### config.mk
export PLATFORM = sky130hd
export DESIGN_NAME = if_stage_fetch
export DESIGN_NICKNAME = d
export VERILOG_FILES = /design/src/rtl/if_stage_fetch.sv
export SDC_FILE = /design/constraint.sdc
export NUM_CORES = 1
export LEC_CHECK = 0
export CAP_MARGIN = 20
export CORE_UTILIZATION = 45
export DETAILED_ROUTE_END_ITERATION = 16
export PLACE_DENSITY_LB_ADDON = 0.08
export SYNTH_ARGS = -nofsm -noshare
export SYNTH_HDL_FRONTEND = slang
export SYNTH_SLANG_ARGS = --single-unit
### constraint.sdc
create_clock -name clk -period 2.9 [get_ports clk]
set_clock_uncertainty 0.1 [all_clocks]
set_input_delay 0.29 -clock clk [delete_from_list [all_inputs] [get_ports clk]]
set_output_delay 0.29 -clock clk [all_outputs]
set_load 0.01 [all_outputs]
### src/rtl/if_stage_fetch.sv
`default_nettype none
// ============================================================================
//  Module   : if_stage_fetch
//  Purpose  : MIPS instruction-fetch stage.
//             - Owns the PC and presents it to a combinational instruction ROM.
//             - Captures the returned word into the IF/ID pipeline register.
//             - Handles stall, flush and branch/jump redirect.
//             - Keeps a saturating count of fetched words for debug.
//  Ports    :
//    clk             in   1      rising-edge clock
//    rst_n           in   1      asynchronous active-low reset
//    stall           in   1      hold PC and IF/ID contents
//    flush           in   1      IF/ID becomes a bubble at the next edge
//    redirect_valid  in   1      load redirect_pc into the PC
//    redirect_pc     in   32     branch/jump target
//    imem_pc         out  32     instruction memory address (= pc_q)
//    imem_instr      in   32     word returned for imem_pc in the same cycle
//    ifid_instr      out  32     registered instruction for decode
//    ifid_pc_plus4   out  32     registered PC+4 of that instruction
//    ifid_valid      out  1      1 = real fetch, 0 = bubble
//    misalign_err    out  1      sticky: a redirect target had [1:0] != 0
//    fetch_count     out  CNT_W  saturating count of valid IF/ID loads
//  Revision : 1.0  initial release
// ============================================================================
module if_stage_fetch #(
  parameter logic [31:0] RESET_PC  = 32'h0000_0000,
  parameter logic [31:0] NOP_INSTR = 32'h0000_0000,
  parameter int          CNT_W     = 16
) (
  input  logic             clk,
  input  logic             rst_n,
  input  logic             stall,
  input  logic             flush,
  input  logic             redirect_valid,
  input  logic [31:0]      redirect_pc,
  output logic [31:0]      imem_pc,
  input  logic [31:0]      imem_instr,
  output logic [31:0]      ifid_instr,
  output logic [31:0]      ifid_pc_plus4,
  output logic             ifid_valid,
  output logic             misalign_err,
  output logic [CNT_W-1:0] fetch_count
);

  localparam logic [CNT_W-1:0] c_cnt_max = '1;

  logic [31:0]      pc_q, pc_d;
  logic [31:0]      ifid_instr_q, ifid_instr_d;
  logic [31:0]      ifid_pc_plus4_q, ifid_pc_plus4_d;
  logic             ifid_valid_q, ifid_valid_d;
  logic             misalign_err_q, misalign_err_d;
  logic [CNT_W-1:0] fetch_count_q, fetch_count_d;

  logic [31:0]      w_pc_plus4;
  logic             w_capture;

  // Natural 32-bit wrap takes 0xFFFF_FFFC to 0x0000_0000.
  assign w_pc_plus4 = pc_q + 32'd4;
  // A real fetch lands in IF/ID only when neither flushed nor stalled.
  assign w_capture  = !flush && !stall;

  always_comb begin
    pc_d            = pc_q;
    ifid_instr_d    = ifid_instr_q;
    ifid_pc_plus4_d = ifid_pc_plus4_q;
    ifid_valid_d    = ifid_valid_q;
    misalign_err_d  = misalign_err_q;
    fetch_count_d   = fetch_count_q;

    // Redirect wins over stall; the low bits are forced to word alignment.
    if (redirect_valid) begin
      pc_d = {redirect_pc[31:2], 2'b00};
      if (redirect_pc[1:0] != 2'b00) begin
        misalign_err_d = 1'b1;
      end
    end else if (!stall) begin
      pc_d = w_pc_plus4;
    end

    // Flush wins over stall. Redirect alone does not touch IF/ID, so the
    // word at the current PC is still captured (delay slot).
    if (flush) begin
      ifid_instr_d    = NOP_INSTR;
      ifid_pc_plus4_d = 32'h0000_0000;
      ifid_valid_d    = 1'b0;
    end else if (w_capture) begin
      ifid_instr_d    = imem_instr;
      ifid_pc_plus4_d = w_pc_plus4;
      ifid_valid_d    = 1'b1;
    end

    if (w_capture && (fetch_count_q != c_cnt_max)) begin
      fetch_count_d = fetch_count_q + 1'b1;
    end
  end

  always_ff @(posedge clk or negedge rst_n) begin
    if (!rst_n) begin
      pc_q            <= RESET_PC;
      ifid_instr_q    <= NOP_INSTR;
      ifid_pc_plus4_q <= 32'h0000_0000;
      ifid_valid_q    <= 1'b0;
      misalign_err_q  <= 1'b0;
      fetch_count_q   <= '0;
    end else begin
      pc_q            <= pc_d;
      ifid_instr_q    <= ifid_instr_d;
      ifid_pc_plus4_q <= ifid_pc_plus4_d;
      ifid_valid_q    <= ifid_valid_d;
      misalign_err_q  <= misalign_err_d;
      fetch_count_q   <= fetch_count_d;
    end
  end

  assign imem_pc       = pc_q;
  assign ifid_instr    = ifid_instr_q;
  assign ifid_pc_plus4 = ifid_pc_plus4_q;
  assign ifid_valid    = ifid_valid_q;
  assign misalign_err  = misalign_err_q;
  assign fetch_count   = fetch_count_q;

endmodule
`default_nettype wire

==> impl_metrics.tcl <==
set metrics [dict create \
    grt_use_total 0.230 \
    clkLatencyLatePin_ns 0.36 \
    p_leak_nw 3.28 \
    crit_arrival_ns 2.49 \
    h-tree-depth 3 \
    n_antenna_cell 0 \
    multi_input_area_sq_um 2580 \
    grt_pass1_wl_um 23300 \
    via_count 4626 \
    met2_length_um 7070 \
    worst-slew-pin-transition_ns 0.817 \
    cts.sinks 111 \
    die_area_sq_um 13000 \
    cts_tree "built" \
    cp.required_ns 3.04 \
    syn-instance-count 560 \
    area_growth_pct 38.4 \
    cts_root_buf "clkbuf_16" \
    dp_hpwl_um 10100 \
    max_freq_mhz 425 \
    nFillCells 1060 \
    path_clk_slew_ns 0.07 \
    end_kind "flip-flop" \
    overflow 0 \
    ys_seq_elements 111 \
    met1Wirelength_um 6140 \
    route.met3.wl_um 869 \
    die_x_um 114 \
    first_iter_violations 234 \
    drv_cap 0 \
    period_share 0.810 \
    ios 183 \
    holdWs_ns 0.148 \
    drv_slew 0 \
    crit_path_max_fanout 11 \
    dp.cells 876 \
    crit_path_start_kind "flip-flop" \
    hold_class "primary input to flip-flop" \
    synth-edff-count 0 \
    seq_area_sq_um 2780 \
    antenna_found_initial 0 \
    grt_start_max_net_pins 61 \
    status "finished clean" \
    layout_commonest_cell "clkdlybuf4s50_1" \
    clockBufferDepth 2 \
    grt_pass1_vias 4608 \
    final_core_util 0.645 \
    coreArea_sq_um 12100 \
    critical_path_class "flip-flop to flip-flop" \
    cts_setup_buffers 0 \
    ys.flop_type "dfrtp_1" \
    synth_top_area_share 0.492 \
    synth.distinct_cells 49 \
    route.detailed.drc 0 \
    die_h_um 114 \
    synth.avg_cell_area_sq_um 10.1 \
    ys_async_sr_fraction 1.00 \
    p_per_area_nw_per_um2 525 \
    gp_congestion 0.804 \
    avgViaCountPerCell 5.18 \
    drive_above_1_share 0.0703 \
    wl_per_cell_um 16.0 \
    synth_top_cells_by_area "dfrtp_1 49%, mux2i_1 6.2%, xnor2_1 5.7%" \
    drt_wl_total_um 14300 \
    first_pass_iters 4 \
    design_area_sq_um 7810 \
    synth-seq-area-share 0.492 \
    most-common-layout-cells "176 x clkdlybuf4s50_1, 111 x dfrtp_1, 78 x nor2_1" \
    antenna_left 0 \
    cts_hold_buf 1 \
    synth_warnings 0 \
    final_cells 893 \
    place_area_sq_um 7450 \
    routed.top_layer "met4" \
    final-setup-viol-count 0 \
    grt_setup_unrepaired "no" \
    portBuffers 180 \
    tns_ns 0 \
    start_util 0.466 \
    ir_drop_mv 0.402 \
    finalHoldViolations 0 \
    cts_buffers 9 \
    cts_resized 0 \
    row_count 40 \
    yosysTopAreaCell "dfrtp_1" \
    finalCriticalPeriod_ns 2.35 \
    syn_area_sq_um 5640 \
    nets 791 \
    max_slew_margin 0.455 \
]
## cells by family (layout without fill, tap and decap cells)
kind of cell / after synthesis / after routing / share of synthesized area
multiplexers: 37 / 37 / 0.0661
buffers and inverters: 47 / 211 / 0.0510
AND/OR/NAND/NOR: 229 / 229 / 0.211
adder cells (fa/ha/maj): 2 / 2 / 0.00443
XOR/XNOR: 70 / 70 / 0.109
AO/OA/AOI/OAI: 63 / 63 / 0.0656
other: 1 / 2 / 0.000664
flip-flops: 111 / 111 / 0.492
## synth_stat cells (3+ instances only)
| cell type | instances |
|---|---|
| and4_1 | 5 |
| nor2b_1 | 3 |
| and3_1 | 7 |
| and2_1 | 4 |
| mux2i_1 | 35 |
| clkbuf_8 | 6 |
| xnor2_1 | 37 |
| nor4_1 | 6 |
| buf_4 | 6 |
| nor3_1 | 9 |
| a21oi_1 | 13 |
| nand4_1 | 17 |
| inv_1 | 5 |
| nand3_1 | 20 |
| xor2_1 | 33 |
| buf_6 | 3 |
| clkbuf_1 | 20 |
| o21ai_0 | 18 |
| buf_2 | 4 |
| nand2_1 | 57 |
| o21ai_1 | 13 |
| nor3_2 | 5 |
| nor2_1 | 78 |
| a211oi_1 | 14 |
| dfrtp_1 | 111 |
## sequential cells by signal, summed over array words and instances (netlist names)
register / count
misalign_err: 1
fetch_count: 16
ifid_valid: 1
imem_pc: 30
ifid_pc_plus4: 31
ifid_instr: 32
## power by group
part	internal (mW)	total, mW	switching, mW
Sequential	1.68	1.85	0.172
Clock	0.865	1.44	0.574
Combinational	0.452	0.810	0.358
Total	3.00	4.10	1.10
## metrics by stage
| step | worst slack [ns] | power, mW |
|---|---|---|
| after detailed placement | 0.571 | 2.69 |
| after global routing | 0.440 | 4.28 |
| after CTS | 0.551 | 4.13 |
| after global placement | 0.666 | 2.67 |
| final | 0.550 | 4.10 |
| after floorplan | 0.729 | 2.22 |
## worst max-delay path, stage by stage (launching register included)
cell and delay, ns:
dfrtp_1 0.47, nand4_2 0.33, or4_4 0.63, nor4_2 0.33, xor2_1 0.11, mux2_2 0.27
## per-layer routing
metal / vias to the layer above / track usage
li1: 2221 / -
met1: 2244 / 0.295
met2: 142 / 0.375
met3: 19 / 0.0489
met4: 0 / 0.100
met5: - / 0
## path summary, 6_finish.rpt
kind	slack, ns	end	depth (start not counted)	from
setup reg to reg	0.55	imem_pc[27]	5	imem_pc[12]
min in group asynchronous	0.45	ifid_pc_plus4[20]	2	rst_n
hold / removal	0.15	ifid_instr[29]	2	flush
hold reg to reg	0.39	misalign_err	1	misalign_err
setup / recovery	0.55	imem_pc[27]	5	imem_pc[12]
max in group asynchronous	1.47	imem_pc[5]	3	rst_n
## final cells by class
cell class	count	area share
tap	168	0.0269
clock buffer	10	0.0306
inverter	5	0.00240
clock inverter	6	0.0138
timing repair buffer	190	0.240
sequential	111	0.356
multi-input combinational	403	0.331
(Power assumes the default switching activity.)
